--- config.mk ---
export PLATFORM = sky130hd
export DESIGN_NAME = branch_ctrl_flat
export DESIGN_NICKNAME = d
export VERILOG_FILES = /design/src/rtl/branch_ctrl_if.sv /design/src/rtl/branch_ctrl.sv /design/src/flat_wrapper.sv
export SDC_FILE = /design/constraint.sdc
export NUM_CORES = 1
export LEC_CHECK = 0
export CAP_MARGIN = 25
export CORE_MARGIN = 8
export CORE_UTILIZATION = 38
export CTS_BUF_LIST = sky130_fd_sc_hd__clkbuf_8
export DETAILED_ROUTE_END_ITERATION = 8
export PLACE_DENSITY = 0.78
export SLEW_MARGIN = 0
export SYNTH_ARGS = -nofsm -noshare
export SYNTH_HDL_FRONTEND = slang
export SYNTH_SLANG_ARGS = --single-unit
export TNS_END_PERCENT = 5
--- constraint.sdc ---
create_clock -name clk -period 3.05 [get_ports clk]
set_input_delay 0.61 -clock clk [delete_from_list [all_inputs] [get_ports clk]]
set_output_delay 0.61 -clock clk [all_outputs]
set_load 0.01 [all_outputs]
--- src/rtl/branch_ctrl_if.sv ---
// EX-stage branch resolution bus between the pipeline (master) and branch_ctrl (slave).
// The pipeline drives the EX/ID fields; branch_ctrl returns prediction, redirect, flush and counters.
interface branch_ctrl_if;
  localparam int unsigned XLEN = 32;

  logic            ex_valid;
  logic            ex_stall;
  logic [6:0]      ex_opcode;
  logic [2:0]      ex_funct3;
  logic [XLEN-1:0] ex_pc;
  logic [XLEN-1:0] ex_target;
  logic            cmp_taken;
  logic            ex_pred_taken;
  logic [XLEN-1:0] id_pc;
  logic            id_pred_taken;
  logic            redirect_valid;
  logic [XLEN-1:0] redirect_pc;
  logic            flush;
  logic [XLEN-1:0] br_count;
  logic [XLEN-1:0] mis_count;

  modport master (
    output ex_valid, ex_stall, ex_opcode, ex_funct3, ex_pc, ex_target,
           cmp_taken, ex_pred_taken, id_pc,
    input  id_pred_taken, redirect_valid, redirect_pc, flush, br_count, mis_count
  );

  modport slave (
    input  ex_valid, ex_stall, ex_opcode, ex_funct3, ex_pc, ex_target,
           cmp_taken, ex_pred_taken, id_pc,
    output id_pred_taken, redirect_valid, redirect_pc, flush, br_count, mis_count
  );
endinterface

--- src/rtl/branch_ctrl.sv ---
// Branch-resolution controller: detects EX-stage mispredictions, issues a PC redirect and a
// fixed-length IF/ID + ID/EX flush. Optional 2-bit dynamic predictor enabled by macro BHT_EN.
module branch_ctrl #(
  parameter int unsigned FLUSH_CYCLES = 2,
  parameter int unsigned BHT_ENTRIES  = 16
) (
  input  logic          clk,
  input  logic          rst,
  branch_ctrl_if.slave  bus
);
  localparam int unsigned XLEN   = 32;
  localparam int unsigned FCNT_W = 3;

  localparam logic [6:0] OP_JAL    = 7'b1101111;
  localparam logic [6:0] OP_BRANCH = 7'b1100011;
  localparam logic [2:0] F3_BEQ    = 3'b000;
  localparam logic [2:0] F3_BLT    = 3'b100;

  typedef enum logic {ST_RUN, ST_FLUSH} state_e;

  state_e            state_q, state_d;
  logic [FCNT_W-1:0] fcnt_q, fcnt_d;
  logic              redirect_valid_q, redirect_valid_d;
  logic [XLEN-1:0]   redirect_pc_q, redirect_pc_d;
  logic              flush_q, flush_d;
  logic [XLEN-1:0]   br_count_q, br_count_d;
  logic [XLEN-1:0]   mis_count_q, mis_count_d;

  logic is_jal;
  logic is_branch;
  logic taken;
  logic resolve;
  logic pred;
  logic mispredict;

  // Decode and resolve the EX instruction; only BEQ/BLT can be taken among branches.
  always_comb begin
    is_jal     = (bus.ex_opcode == OP_JAL);
    is_branch  = (bus.ex_opcode == OP_BRANCH);
    taken      = is_jal |
                 (is_branch & bus.cmp_taken &
                  ((bus.ex_funct3 == F3_BEQ) | (bus.ex_funct3 == F3_BLT)));
    resolve    = bus.ex_valid & ~bus.ex_stall & (state_q == ST_RUN) & (is_jal | is_branch);
    mispredict = resolve & (taken != pred);
  end

  // Next-state and registered-output logic.
  always_comb begin
    state_d          = state_q;
    fcnt_d           = fcnt_q;
    redirect_valid_d = 1'b0;
    redirect_pc_d    = redirect_pc_q;
    flush_d          = 1'b0;
    br_count_d       = br_count_q + XLEN'(resolve);
    mis_count_d      = mis_count_q + XLEN'(mispredict);

    unique case (state_q)
      ST_RUN: begin
        if (mispredict) begin
          state_d          = ST_FLUSH;
          redirect_valid_d = 1'b1;
          redirect_pc_d    = taken ? bus.ex_target : (bus.ex_pc + XLEN'(4));
          flush_d          = 1'b1;
          fcnt_d           = FCNT_W'(FLUSH_CYCLES - 1);
        end
      end
      ST_FLUSH: begin
        // Counter value 0 marks the last flush cycle; EX inputs are ignored throughout.
        if (fcnt_q == '0) begin
          state_d = ST_RUN;
        end else begin
          fcnt_d  = fcnt_q - FCNT_W'(1);
          flush_d = 1'b1;
        end
      end
      default: begin
        state_d = ST_RUN;
      end
    endcase
  end

  always_ff @(posedge clk) begin
    if (rst) begin
      state_q          <= ST_RUN;
      fcnt_q           <= '0;
      redirect_valid_q <= 1'b0;
      redirect_pc_q    <= '0;
      flush_q          <= 1'b0;
      br_count_q       <= '0;
      mis_count_q      <= '0;
    end else begin
      state_q          <= state_d;
      fcnt_q           <= fcnt_d;
      redirect_valid_q <= redirect_valid_d;
      redirect_pc_q    <= redirect_pc_d;
      flush_q          <= flush_d;
      br_count_q       <= br_count_d;
      mis_count_q      <= mis_count_d;
    end
  end

  assign bus.redirect_valid = redirect_valid_q;
  assign bus.redirect_pc    = redirect_pc_q;
  assign bus.flush          = flush_q;
  assign bus.br_count       = br_count_q;
  assign bus.mis_count      = mis_count_q;

`ifdef BHT_EN
  localparam int unsigned IDX_W = $clog2(BHT_ENTRIES);

  logic [1:0]       bht_q [BHT_ENTRIES];
  logic [1:0]       bht_d [BHT_ENTRIES];
  logic [IDX_W-1:0] ex_idx;
  logic [IDX_W-1:0] id_idx;
  logic             unused_id_pc;

  assign ex_idx             = bus.ex_pc[IDX_W+1:2];
  assign id_idx             = bus.id_pc[IDX_W+1:2];
  assign pred               = bus.ex_pred_taken;
  // Lookup reads the registered table, so a same-cycle update is not visible yet.
  assign bus.id_pred_taken  = bht_q[id_idx][1];
  assign unused_id_pc       = ^bus.id_pc;

  // Saturating 2-bit counter update, conditional branches only.
  always_comb begin
    bht_d = bht_q;
    if (resolve && is_branch) begin
      if (taken && (bht_q[ex_idx] != 2'b11)) begin
        bht_d[ex_idx] = bht_q[ex_idx] + 2'd1;
      end else if (!taken && (bht_q[ex_idx] != 2'b00)) begin
        bht_d[ex_idx] = bht_q[ex_idx] - 2'd1;
      end
    end
  end

  always_ff @(posedge clk) begin
    if (rst) begin
      for (int i = 0; i < int'(BHT_ENTRIES); i++) begin
        bht_q[i] <= 2'b01;
      end
    end else begin
      bht_q <= bht_d;
    end
  end
`else
  logic unused_bht_inputs;

  // Static not-taken: the carried prediction and ID lookup have no effect.
  assign pred              = 1'b0;
  assign bus.id_pred_taken = 1'b0;
  assign unused_bht_inputs = ^{bus.id_pc, bus.ex_pred_taken, BHT_ENTRIES[0]};
`endif

endmodule

--- src/flat_wrapper.sv ---
// flat-port wrapper written by rule: the top's interface ports become plain ports
module branch_ctrl_flat 
#(
  parameter int unsigned FLUSH_CYCLES = 2,
  parameter int unsigned BHT_ENTRIES  = 16
)
  (clk, rst, bus_ex_valid, bus_ex_stall, bus_ex_opcode, bus_ex_funct3, bus_ex_pc, bus_ex_target, bus_cmp_taken, bus_ex_pred_taken, bus_id_pc, bus_id_pred_taken, bus_redirect_valid, bus_redirect_pc, bus_flush, bus_br_count, bus_mis_count);
  branch_ctrl_if bus_i ();
  input  logic clk;
  input  logic rst;
  input wire logic [$bits(bus_i.ex_valid)-1:0] bus_ex_valid;
  input wire logic [$bits(bus_i.ex_stall)-1:0] bus_ex_stall;
  input wire logic [$bits(bus_i.ex_opcode)-1:0] bus_ex_opcode;
  input wire logic [$bits(bus_i.ex_funct3)-1:0] bus_ex_funct3;
  input wire logic [$bits(bus_i.ex_pc)-1:0] bus_ex_pc;
  input wire logic [$bits(bus_i.ex_target)-1:0] bus_ex_target;
  input wire logic [$bits(bus_i.cmp_taken)-1:0] bus_cmp_taken;
  input wire logic [$bits(bus_i.ex_pred_taken)-1:0] bus_ex_pred_taken;
  input wire logic [$bits(bus_i.id_pc)-1:0] bus_id_pc;
  output wire logic [$bits(bus_i.id_pred_taken)-1:0] bus_id_pred_taken;
  output wire logic [$bits(bus_i.redirect_valid)-1:0] bus_redirect_valid;
  output wire logic [$bits(bus_i.redirect_pc)-1:0] bus_redirect_pc;
  output wire logic [$bits(bus_i.flush)-1:0] bus_flush;
  output wire logic [$bits(bus_i.br_count)-1:0] bus_br_count;
  output wire logic [$bits(bus_i.mis_count)-1:0] bus_mis_count;
  assign bus_i.ex_valid = bus_ex_valid;
  assign bus_i.ex_stall = bus_ex_stall;
  assign bus_i.ex_opcode = bus_ex_opcode;
  assign bus_i.ex_funct3 = bus_ex_funct3;
  assign bus_i.ex_pc = bus_ex_pc;
  assign bus_i.ex_target = bus_ex_target;
  assign bus_i.cmp_taken = bus_cmp_taken;
  assign bus_i.ex_pred_taken = bus_ex_pred_taken;
  assign bus_i.id_pc = bus_id_pc;
  assign bus_id_pred_taken = bus_i.id_pred_taken;
  assign bus_redirect_valid = bus_i.redirect_valid;
  assign bus_redirect_pc = bus_i.redirect_pc;
  assign bus_flush = bus_i.flush;
  assign bus_br_count = bus_i.br_count;
  assign bus_mis_count = bus_i.mis_count;
  branch_ctrl #(.FLUSH_CYCLES(FLUSH_CYCLES), .BHT_ENTRIES(BHT_ENTRIES)) u_core (.clk(clk), .rst(rst), .bus(bus_i));
endmodule
==> results.md, run 1 <==
- Crit Path Max Fanout: 6
- Clock sinks: 101
- Placement Setup Slack: -0.517 ns
- Hold-fix buffer count after cts: 0
- H-tree depth: 3
- Setup crit end kind: flip-flop
- CP Launch Type: input port
- WHS: 0.483 ns
- Tmin final: 3.00 ns
- Tcrit/Tclk final: 0.982
- Drt wl/cell: 16.2 µm
- Total track usage: 0.165
- Peak VDD IR: 0.219 mV
- CTS tree: yes
- Max-Cap Viols: 0
- DR pass1 iterations: 5
- Hold Path Class: flip-flop to flip-flop
- Number of I/O pins: 211
- Total buffers and inverters traversed by the critical path: 2
- Clock skew: 0.00958 ns
- CTS root buf: clkbuf_8
- Vias/cell: 5.46
- Final instance count without filler cells: 833
- Critical path, cell by cell: clkdlybuf4s50_1 -> or4b_4 -> o21ai_4 -> nand2_2 -> inv_2 -> ha_4 -> ha_4 -> nand2_2 -> or3_4 -> nor4_4 -> mux2_1
- Rows: 39
- Initial Utilization: 0.392
- Final hold vios: 0
- Crit path DAT: 3.26 ns
- RePlAce Congestion: 0.782
- Final worst slack: 0.0535 ns
- Status: complete, no violations
- Post-route DRC: 0
- Synthesized area: 0.00450 mm²
- Setup TNS: 0 ns
- Clock Tree Buf Depth: 2
- First-pass GRT wire length: 21800 µm
- Area Overhead vs Synth: 47.3%
- Total CTS buffers: 9
- Antenna viol nets, final: 0
- Later-pin clock latency in the skew report: 0.37 ns
- Initial DRC Count: 246
- Die span in y: 125 µm
- Final Setup Violations: 0
- Port bufs: 143
- Die Area: 0.0156 mm²
- Yosys cell types: 41
- Post-DP HPWL: 9590 µm
- Reg clk slew, reported paths: 0.10 ns
- YS warnings: 0
- Routed Wire Length: 13500 µm
- Inst Count DP: 805
- Initial antenna violation count: 0
- Synthesized instance count: 527
- Syn Area/Cell: 8.54 µm²
- Worst path top cell family by delay: simple AND/OR/NAND/NOR gates
- Static leakage: 2.13 nW
- DIE WIDTH: 125 µm
- Vias in the first global route: 4517
- Largest net degree at the start of global routing: 42
- Final slew viol count: 0
- Max Clk Rate: 334 MHz
- RSZ-0062 raised after global routing: true
- Post-synthesis net count: 646
- FF-to-FF setup slack: 0.15 ns
- Remaining Overflow, GRT: 0
- N_diodes: 0
- Share of cells above drive strength 1: 0.130
- Core footprint: 0.0115 mm²
- Nets@finish: 804
- Pwr/cell area: 348 mW/mm²
- Post-synthesis sequential area ratio: 0.449
- Crit path required time: 3.31 ns
- Slowest cell on crit path: or4b_4
- Setup CP Type: input port to flip-flop
- Vias: 4550
- Worst stage delay on the critical path: 0.49 ns
- #FFs+latches synth: 101
per-stage QoR:
stage	power, mW	instance area, µm²	utilization
after floorplan	1.40	4630	-
after global placement	1.47	6250	0.545
after detailed placement	1.47	6250	0.545
after CTS	2.32	6580	0.574
after global routing	2.38	6630	0.578
final	2.30	6630	0.578
synth_stat cells, drive strengths merged:
library cell  number  area share
o21a               1      0.0017
clkbuf            31       0.030
inv               13       0.011
and3               3      0.0044
or4               23       0.039
ha                 7       0.019
nand2b             3      0.0042
buf                6      0.0095
or2                3      0.0042
and2               1      0.0014
xnor2             15       0.029
or4b               2      0.0044
nor2              26       0.022
nand4             14       0.022
or3               17       0.024
nand2             19       0.016
xor2               5      0.0097
nand3             54       0.061
mux2               5       0.013
dfxtp            101        0.45
nor4              12       0.017
and4               7       0.014
o211ai             2      0.0033
conb               1     0.00083
nor3               3      0.0033
o31ai             21       0.035
o21ai             47       0.052
nor4bb             1      0.0022
a21oi             72       0.080
nor2b             11       0.015
o31a               1      0.0019
kinds of logic after synthesis:
family | count (synthesis) | synth area share
simple gates | 199 | 0.254
compound gates | 144 | 0.174
flops | 101 | 0.449
buf+inv | 50 | 0.0506
xor+xnor | 20 | 0.0389
fa+ha+maj | 7 | 0.0195
mux | 5 | 0.0125
other cells | 1 | 0.000833
power breakdown:
part / leakage [nW] / switching (mW) / internal [mW]
Clock: 0.105 / 0.471 / 0.394
Sequential: 0.813 / 0.000421 / 1.32
Combinational: 1.21 / 0.0579 / 0.0623
state kept, by name, indices dropped and copies added (netlist names):
name and count:
u_core.bus.redirect_valid 1, u_core.bus.br_count 32, u_core.fcnt_q 3, u_core.bus.mis_count 32
u_core.state_q 1, u_core.bus.redirect_pc 32
area by class of cell:
type,instances,area [µm²]
multi-input cells,376,2420
clock inverters,6,55.1
fillers,982,4840
clock buffers,10,138
inverters,13,48.8
flip-flops and latches,101,2020
well taps,143,179
repair buffers,184,1760
worst reg2reg max path, cell delays in order (launching register included):
cell      delay, ns
dfxtp_1        0.36
nor4bb_4       0.30
nand4_1        0.21
a21oi_4        0.21
ha_4           0.16
buf_6          0.10
ha_4           0.11
nand4_1        0.12
or3_1          0.35
buf_6          0.14
buf_6          0.12
or4_1          0.51
a21oi_1        0.13
cell usage in the layout, fill, tap and decap left out, types with 4 or more instances in the layout:
cell type	count
nand2_1	16
or4_1	21
nor4_1	9
o21ai_1	10
inv_1	14
and4_1	5
clkbuf_8	10
dlygate4sd2_1	5
dfxtp_1	101
o31ai_1	21
xor2_1	5
o21ai_0	36
or3_1	15
nor2_1	26
clkdlybuf4s50_1	135
ha_4	4
nand3_1	52
nor2b_1	10
mux2_1	5
nand4_1	12
buf_4	37
a21oi_1	68
xnor2_1	15
timing repair:
| item | in CTS | in global routing |
|---|---|---|
| gates cloned | 0 | 0 |
| gates resized for setup | 22 | 9 |
| setup endpoints to repair | 20 | 16 |
| pin swaps | 11 | 5 |
| buffers inserted | 12 | 0 |
per-layer routing:
metal  vias up  routed length, µm  global-route usage
li1       2242                  -                   -
met1      2136               5730               0.187
met2       150               6340               0.269
met3        22               1240              0.0770
met4         0                204              0.0546
met5         -                  0                   0
worst paths after layout:
kind / from / end / cells past startpoint
worst max-delay path: bus_cmp_taken / u_core.bus.mis_count[22] / 11
worst min-delay path: u_core.bus.redirect_pc[15] / u_core.bus.redirect_pc[15] / 2
worst max register to register: u_core.state_q / u_core.bus.br_count[30] / 12
worst min register to register: u_core.bus.redirect_pc[15] / u_core.bus.redirect_pc[15] / 2
(Power assumes the default switching activity.)
==> run 2, diff against run 1 <==
Settings changed: CAP_MARGIN 25 to 10, CORE_MARGIN 8 to 3, SKIP_CTS_REPAIR_TIMING from default to 1.
==> results.md, run 2 (synthesis gave the netlist of run 1 again) <==
- Status: complete, no violations
- Clock Tree Buf Depth: 2
- CP Launch Type: input port
- Core footprint: 0.0115 mm²
- Final slew viol count: 0
- Worst Max-Slew Pin Slew: 0.632 ns
- Crit Path Max Fanout: 6
- Met2 Track Usage GR: 0.301
- Largest net degree at the start of global routing: 59
- GRT met3 Usage: 0.0558
- Clock skew: 0.0128 ns
- Antenna viol nets, final: 0
- Final hold vios: 0
- Vias/cell: 5.50
- WHS: 0.484 ns
- Worst stage delay on the critical path: 0.48 ns
- Setup crit end kind: flip-flop
- Met1 usage: 0.217
- Final Setup Violations: 0
- CTS root buf: clkbuf_8
- CTS tree: yes
- Crit path required time: 3.34 ns
- P_int: 1.80 mW
- Setup CP Type: input port to flip-flop
- FILL cells: 1024
- Clock network fraction of total power: 0.380
- DIE WIDTH: 115 µm
- Routed Wire Length: 12100 µm
- Die Area: 0.0132 mm²
- Total track usage: 0.179
- Relative max-transition margin: 0.579
- Crit-path most repeated cell: ha_4
- Post-route DRC: 0
- Initial DRC Count: 313
- N_diodes: 0
- Total buffers and inverters traversed by the critical path: 3
- Critical path, cell by cell: clkdlybuf4s50_1 -> buf_4 -> or2_2 -> a21oi_4 -> ha_4 -> ha_4 -> nand4_1 -> or3_4 -> buf_8 -> or4_4 -> a21oi_2
- Slowest cell on crit path: or4_4
- Crit path DAT: 3.29 ns
- Peak VDD IR: 0.217 mV
- Post-DP HPWL: 8520 µm
- Clock sinks: 101
- Sequential power share: 0.568
- Later-pin clock latency in the skew report: 0.37 ns
- Max Clk Rate: 333 MHz
- Reg clk slew, reported paths: 0.10 ns
- Placement Setup Slack: -0.487 ns
- Die span in y: 115 µm
- Share of cells above drive strength 1: 0.115
- H-tree depth: 3
- Footprint of the multi-input gates: 0.00242 mm²
- Static leakage: 2.10 nW
- Nets@finish: 792
- Max-Cap Viols: 0
- First-pass GRT wire length: 19600 µm
- Tmin final: 3.00 ns
- DR pass1 iterations: 5
- Drt wl/cell: 14.7 µm
- Pwr/cell area: 354 mW/mm²
- Register area: 0.00202 mm²
- Vias: 4512
- Psw: 0.521 mW
- GR peak layer: met2
- Part of the power in combinational logic: 0.052
- Tcrit/Tclk final: 0.984
- Worst path top cell family by delay: simple AND/OR/NAND/NOR gates
- Commonest non-fill, non-tap cell in the layout: clkdlybuf4s50_1
- Number of I/O pins: 211
- Remaining Overflow, GRT: 0
- Port bufs: 143
- Area Overhead vs Synth: 45.6%
- Initial antenna violation count: 0
- RePlAce Congestion: 0.792
- Hold Path Class: flip-flop to flip-flop
- Total CTS buffers: 9
- Sw frac: 0.224
- Power, Total: 2.32 mW
- Vias in the first global route: 4247
- Commonest cells after routing, fill and taps aside: clkdlybuf4s50_1 (138), dfxtp_1 (101), a21oi_1 (69)
- Initial Utilization: 0.391
- Rows: 39
- Final worst slack: 0.0480 ns
run 2: cell count changes in the layout (fill, tap and decap cells not counted), moves of 2 or more:
cell / before / now
buf_12: 2 / 0
clkdlybuf4s50_1: 135 / 138
buf_6: 3 / 0
buf_4: 37 / 28
dlymetal6s2s_1: 0 / 4
dlygate4sd2_1: 5 / 0
run 2: layer usage:
layer  routed length, µm  up-vias
li1                    -     2223
met1                5220     2150
met2                5880      127
met3                 849       12
met4                 161        0
met5                   0        -
run 2: power groups by stage:
stage | sequential (mW) | combinational [mW] | clock (mW)
floorplan | 1.35 | 0.0453 | 0
global placement | 1.35 | 0.117 | 0
detailed placement | 1.35 | 0.120 | 0
CTS | 1.32 | 0.120 | 0.916
global route | 1.32 | 0.130 | 0.964
finish | 1.32 | 0.120 | 0.883
run 2: layout make-up:
type                    instances  share of cell area
flip-flops and latches        101               0.309
well taps                     143              0.0273
repair buffers                172               0.257
clock inverters                 5             0.00783
multi-input cells             376               0.369
inverters                      13             0.00783
clock buffers                  11              0.0231
run 2: final timing paths:
check                                                start                    endpoint  cells after the start  slack (ns)
worst max-delay path                      bus_ex_opcode[3]     u_core.bus.br_count[28]                     11        0.05
worst min-delay path            u_core.bus.redirect_pc[16]  u_core.bus.redirect_pc[16]                      2        0.48
worst max register to register              u_core.state_q     u_core.bus.br_count[28]                     10        0.21
worst min register to register  u_core.bus.redirect_pc[16]  u_core.bus.redirect_pc[16]                      2        0.48
run 2: stage by stage:
| step | instance area (µm²) | cells | TNS (ns) | util |
|---|---|---|---|---|
| 3_5_place_dp | 6220 | 801 | -12.70 | 0.540 |
| 3_3_place_gp | 6220 | 801 | -10.78 | 0.540 |
| 2_1_floorplan | 4630 | 527 | -0.207 | - |
| 6_report | 6550 | 821 | 0 | 0.569 |
| 5_1_grt | 6550 | 821 | -0.0478 | 0.569 |
| 4_1_cts | 6420 | 817 | -0.550 | 0.558 |
run 2: worst register-to-register path: cells and delay by family (launching register included):
family | cells | cell delay [ns]
and+or+nand+nor | 5 | 1.58
DFF | 1 | 0.38
adders and majority gates | 2 | 0.31
AOI/OAI and AO/OA | 2 | 0.35
buffers and inverters | 1 | 0.15
